<file path="config.mk">
export PLATFORM = sky130hd
export DESIGN_NAME = phase_acc_bank
export DESIGN_NICKNAME = d
export VERILOG_FILES = /design/src/rtl/phase_acc_bank_pkg.sv /design/src/rtl/phase_acc_bank_calc_phase_inc.sv /design/src/rtl/phase_acc_bank.sv
export SDC_FILE = /design/constraint.sdc
export NUM_CORES = 1
export LEC_CHECK = 0
export BUFFER_PORTS_ARGS = -buffer_cell sky130_fd_sc_hd__buf_2
export CAP_MARGIN = 20
export CORE_MARGIN = 8
export CORE_UTILIZATION = 40
export CTS_CLUSTER_SIZE = 20
export DETAILED_ROUTE_END_ITERATION = 10
export GPL_TIMING_DRIVEN = 0
export PLACE_DENSITY = 0.61
export SETUP_SLACK_MARGIN = 0.3
export SYNTH_ARGS = -nofsm -noshare
export SYNTH_HDL_FRONTEND = slang
export SYNTH_SLANG_ARGS = --single-unit
</file>
<file path="constraint.sdc">
create_clock -name clk -period 14.75 [get_ports clk]
set_input_delay 2.95 -clock clk [delete_from_list [all_inputs] [get_ports clk]]
set_output_delay 2.95 -clock clk [all_outputs]
set_load 0.01 [all_outputs]
</file>
<file path="src/rtl/phase_acc_bank_pkg.sv">
// Shared OPL2 phase-path constants: widths, rhythm slot numbers and the
// half-unit frequency multiplier table.
package phase_acc_bank_pkg;

    localparam int NUM_OPS         = 18;
    localparam int PHASE_ACC_WIDTH = 20;
    localparam int OP_NUM_WIDTH    = 5;
    localparam int OP_HH           = 13;
    localparam int OP_TC           = 17;
    localparam int INC_PROD_WIDTH  = 22;

    // Multiplier in half-units, so code 0 (x0.5) stays an integer
    function automatic logic [4:0] mult2(input logic [3:0] mult_code);
        logic [4:0] m2;
        case (mult_code)
            4'd0:    m2 = 5'd1;
            4'd1:    m2 = 5'd2;
            4'd2:    m2 = 5'd4;
            4'd3:    m2 = 5'd6;
            4'd4:    m2 = 5'd8;
            4'd5:    m2 = 5'd10;
            4'd6:    m2 = 5'd12;
            4'd7:    m2 = 5'd14;
            4'd8:    m2 = 5'd16;
            4'd9:    m2 = 5'd18;
            4'd10:   m2 = 5'd20;
            4'd11:   m2 = 5'd20;
            4'd12:   m2 = 5'd24;
            4'd13:   m2 = 5'd24;
            4'd14:   m2 = 5'd30;
            4'd15:   m2 = 5'd30;
            default: m2 = 5'd1;
        endcase
        return m2;
    endfunction

endpackage

</file>
<file path="src/rtl/phase_acc_bank_calc_phase_inc.sv">
// Combinational per-sample phase increment from fnum, block and mult.
// Kept separate so a future vibrato path can reuse it.
module calc_phase_inc
    import phase_acc_bank_pkg::*;
(
    input  logic [9:0]                 fnum,
    input  logic [2:0]                 block,
    input  logic [3:0]                 mult,
    output logic [PHASE_ACC_WIDTH-1:0] inc
);

    logic [16:0]               shifted_s;
    logic [INC_PROD_WIDTH-1:0] product_s;

    // Octave shift, half-unit multiply, then drop the two fraction bits
    always_comb begin
        shifted_s = {7'd0, fnum} << block;
        product_s = INC_PROD_WIDTH'(shifted_s) * INC_PROD_WIDTH'(mult2(mult));
        inc       = product_s[INC_PROD_WIDTH-1:2];
    end

endmodule

</file>
<file path="src/rtl/phase_acc_bank.sv">
// Time-multiplexed bank of 18 operator phase accumulators with a two-stage
// update pipeline and rhythm-slot phase capture.
module phase_acc_bank
    import phase_acc_bank_pkg::*;
(
    input  logic                       clk,
    input  logic                       rst,
    input  logic                       slot_en,
    input  logic [OP_NUM_WIDTH-1:0]    op_num,
    input  logic [9:0]                 fnum,
    input  logic [2:0]                 block,
    input  logic [3:0]                 mult,
    input  logic                       phase_rst,
    output logic [PHASE_ACC_WIDTH-1:0] phase_acc,
    output logic                       phase_valid,
    output logic [OP_NUM_WIDTH-1:0]    phase_op,
    output logic [PHASE_ACC_WIDTH-1:0] phase_acc_13,
    output logic [PHASE_ACC_WIDTH-1:0] phase_acc_17
);

    localparam logic [OP_NUM_WIDTH-1:0] LAST_OP = OP_NUM_WIDTH'(NUM_OPS - 1);
    localparam logic [OP_NUM_WIDTH-1:0] HH_OP   = OP_NUM_WIDTH'(OP_HH);
    localparam logic [OP_NUM_WIDTH-1:0] TC_OP   = OP_NUM_WIDTH'(OP_TC);

    logic [PHASE_ACC_WIDTH-1:0] bank_r [NUM_OPS];

    logic                       accept_s;
    logic [PHASE_ACC_WIDTH-1:0] inc_s;
    logic [PHASE_ACC_WIDTH-1:0] old_s;
    logic [PHASE_ACC_WIDTH-1:0] new_s;

    logic                       s1_valid_r;
    logic                       s1_rst_r;
    logic [OP_NUM_WIDTH-1:0]    s1_op_r;
    logic [PHASE_ACC_WIDTH-1:0] s1_inc_r;
    logic [PHASE_ACC_WIDTH-1:0] s1_old_r;

    calc_phase_inc u_calc_phase_inc (
        .fnum  (fnum),
        .block (block),
        .mult  (mult),
        .inc   (inc_s)
    );

    // Accept in-range strobes; forward the value being written this edge on a same-op hit
    always_comb begin
        accept_s = 1'b0;
        old_s    = '0;
        if (slot_en && (op_num <= LAST_OP)) begin
            accept_s = 1'b1;
        end else begin
            accept_s = 1'b0;
        end
        if (!accept_s) begin
            old_s = '0;
        end else if (s1_valid_r && (s1_op_r == op_num)) begin
            old_s = new_s;
        end else begin
            old_s = bank_r[op_num];
        end
    end

    // Stage-2 accumulate: key-on clears, otherwise wrap silently
    always_comb begin
        new_s = '0;
        if (s1_rst_r) begin
            new_s = '0;
        end else begin
            new_s = s1_old_r + s1_inc_r;
        end
    end

    // Stage-1 register: operator, increment, key-on flag and old accumulator
    always_ff @(posedge clk) begin
        if (rst) begin
            s1_valid_r <= 1'b0;
            s1_rst_r   <= 1'b0;
            s1_op_r    <= '0;
            s1_inc_r   <= '0;
            s1_old_r   <= '0;
        end else begin
            s1_valid_r <= accept_s;
            if (accept_s) begin
                s1_rst_r <= phase_rst;
                s1_op_r  <= op_num;
                s1_inc_r <= inc_s;
                s1_old_r <= old_s;
            end
        end
    end

    // Write-back, registered result and rhythm-slot capture
    always_ff @(posedge clk) begin
        if (rst) begin
            for (int i = 0; i < NUM_OPS; i++) begin
                bank_r[i] <= '0;
            end
            phase_acc    <= '0;
            phase_valid  <= 1'b0;
            phase_op     <= '0;
            phase_acc_13 <= '0;
            phase_acc_17 <= '0;
        end else begin
            phase_valid <= s1_valid_r;
            if (s1_valid_r) begin
                bank_r[s1_op_r] <= new_s;
                phase_acc       <= new_s;
                phase_op        <= s1_op_r;
                if (s1_op_r == HH_OP) begin
                    phase_acc_13 <= new_s;
                end
                if (s1_op_r == TC_OP) begin
                    phase_acc_17 <= new_s;
                end
            end
        end
    end

endmodule

</file>
==> metrics.txt <==
status=completed; clock root buffer=clkbuf_16; Internal Power=around 0.0037 W; Worst Reg-to-Reg Cells=10; Post-Syn Instances=about 2500; synthesized area per cell=roughly 14 um2; count leader, synth=edfxtp_1; vias per std cell=around 5.8; initial antenna violation count=5; Fillers=approximately 7500; Worst Skew=around 0.032 ns; Hold WC Path Type=reg2reg; Fin Hold WS=about 0.44 ns; cts hold-fix bufs=0; I/O Pins=92; CP max FO=10; # clock sinks=753; Clock Latency Late Sink=~0.65 ns; vias in the first global route=roughly 22000; num rows=between 100 and 150; Post-synth top cells=edfxtp_1, nor2_1, nand2_1; area leader, netlist=edfxtp_1; fin crit share=54.2%; DRC Markers=0; post-synth top area share=between 50% and 60%; initial DRC count=2375; share of the core filled with cells=46.1%; Post-CTS Setup Bufs=0; Power Density=124 nW/um2; Final HPWL DP=72700 um; Top FF cell, synth=edfxtp_1; FF-to-FF Start=s1_inc_r[0]; initial core utilization=between 40 and 50%; Nets=between 2000 and 3000; worst reg2reg endpoint=bank_r[30][14]; yosys warns=0; Cells after DPL=3711; GP Congestion=between 0.9 and 1; Final Slew Violations=0; final setup violating endpoints=0; max_slew headroom=about 21%; maximum root-to-sink buffer count=3; area grow syn2layout=14.2%; global-route wire length before repair=approximately 150000 um; vias post-DR=~22000; mapped cell area=roughly 34000 um2; Max Fclk=around 130 MHz; sequential share of the synthesized area=around 62%; CP Data Required Time=approximately 15 ns; DRT Wirelength=102000 um; Reg clk slew, reported paths=about 0.06 ns; worst setup path startpoint=block[1]; max-capacitance violation count=0; Seq cells post-synth=roughly 750; Num CTS Buffers=between 80 and 90; final hold vios=0; end of the critical path=s1_inc_r[19]; CTS tree=built; share of cells above drive strength 1=a little under a fifth; P_leak=roughly 14 nW; die area=between 90000 and 100000 um2; fin cells=3870; setup TNS=0 ns; CORE AREA=85300 um2; Pre-Repair DR Iteration Count=6; async set-or-reset flop fraction in the synthesized netlist=0%; H-tree depth=3; Max VDD drop=around 0.09 mV; Least-Margin Pin Slew=about 1.2 ns; worst path arrival time=around 8.5 ns; wire per inst=26.4 um; EDFF count, synth=640; Gate power share=10.5%; gr usage total=21.1%; CP endpoint kind=flop; Flop pwr share=about half; switching share of total power=between 20% and 30%; Clk pwr share=a little over 40%; WS Path Type=in2reg; reg-to-reg setup timing slack=around 11 ns; Switch Pwr=between 0.001 and 0.0015 W; unique cell type count in the Yosys netlist=between 70 and 80; post-route ant nets=0; RSZ-0062 raised after global routing=false; Final min period=around 8.0 ns; largest net degree at the start of global routing=22; largest cells by area after synthesis=edfxtp_1, mux4_2, dfxtp_1, nor2_1, fa_1; CP Launch Type=input pin; PortBufs=86; # resized after CTS=0; Mapped Nets=between 2000 and 3000; Overflow after GRT=0; chip height=approximately 310 um; Die Wd=roughly 310 um
[cells by family (layout without fill, tap and decap cells)]
logic type,Yosys count,after routing,share of synthesized area [%]
xor+xnor,28,28,0.712
flops,753,753,62.3
other cells,1,4,0.0109
simple gates,812,812,10.4
mux,241,241,13.6
buf+inv,271,520,3.37
compound gates,274,274,5.20
fa+ha+maj,94,94,4.42
[registers in the layout (all words and copies together), names as in the netlist]
register      flops
s1_old_r         20
s1_rst_r          1
phase_acc_13     20
phase_acc        20
s1_inc_r         20
s1_op_r           5
phase_op          5
phase_acc_17     20
phase_valid       1
bank_r          640
s1_valid_r        1
[critical path, cell delays in order]
cell,delay (ns)
clkbuf_1,0.37
mux2i_1,0.16
o21ai_0,0.52
mux2i_1,0.32
nor2b_1,0.23
fa_1,0.47
fa_1,0.51
inv_1,0.06
fa_1,0.48
inv_1,0.04
ha_1,0.34
and4_1,0.24
nor2b_1,0.14
a311oi_1,0.71
o211ai_1,0.22
o31ai_1,0.38
mux2i_1,0.24
a31oi_1,0.10
[layout make-up]
type	count	area (um2)	share of cell area, %
Clock inverter	44	429	1.09
Clock buffer	106	2170	5.52
Inverter	92	345	0.878
Buffer	179	815	2.07
Antenna cell	3	7.51	0.0191
Timing Repair Buffer	99	731	1.86
Sequential cell	753	21500	54.6
Multi-Input combinational cell	1450	11900	30.3
Tap cell	1144	1430	3.64
[routing by layer]
layer / track usage [%] / routed length [um]
met5: 0 / 26
met4: 5.68 / 2540
met3: 4.16 / 9150
met2: 35.4 / 49700
met1: 28.1 / 40800
[cell usage in the layout, fill, tap and decap left out, types with 17 or more instances in the layout]
cell / n
mux4_2: 180
nor3_1: 17
a211oi_1: 23
edfxtp_1: 640
o21ai_0: 48
clkbuf_1: 127
and2_1: 20
fa_1: 46
inv_1: 92
mux2i_1: 47
nand2b_1: 22
a21oi_1: 84
nor2_1: 413
nor2b_1: 45
nand2_1: 184
nand3_1: 29
buf_2: 122
clkbuf_16: 81
ha_1: 48
dfxtp_1: 113
[through the flow]
step                      setup WS, ns  total power, W  cell area (um2)
after floorplan                   7.17         0.00273            34500
after global placement            6.14         0.00290            36300
after detailed placement          6.16         0.00291            36600
after CTS                         6.82         0.00488            39200
after global routing              6.37         0.00501            39300
final                             6.75         0.00486            39300
[power groups by stage]
stage	clock network [W]	logic [W]	registers (W)
after CTS	0.00201	0.000507	0.00236
after global routing	0.00209	0.000558	0.00237
final	0.00199	0.000512	0.00236
after detailed placement	0	0.000502	0.00241
after floorplan	0	0.000334	0.00240
after global placement	0	0.000494	0.00241
[worst min-delay path by stage]
| stage | startpoint | endpoint | cells after the start |
|---|---|---|---|
| final | phase_acc[6] | phase_acc[6] | 2 |
| after global routing | phase_acc[1] | phase_acc[1] | 2 |
| after CTS | phase_acc[11] | phase_acc[11] | 2 |
| after detailed placement | phase_acc[9] | phase_acc[9] | 2 |
| after global placement | phase_acc[9] | phase_acc[9] | 2 |
| after floorplan | s1_inc_r[15] | s1_inc_r[15] | 2 |
(Power assumes the default switching activity.)
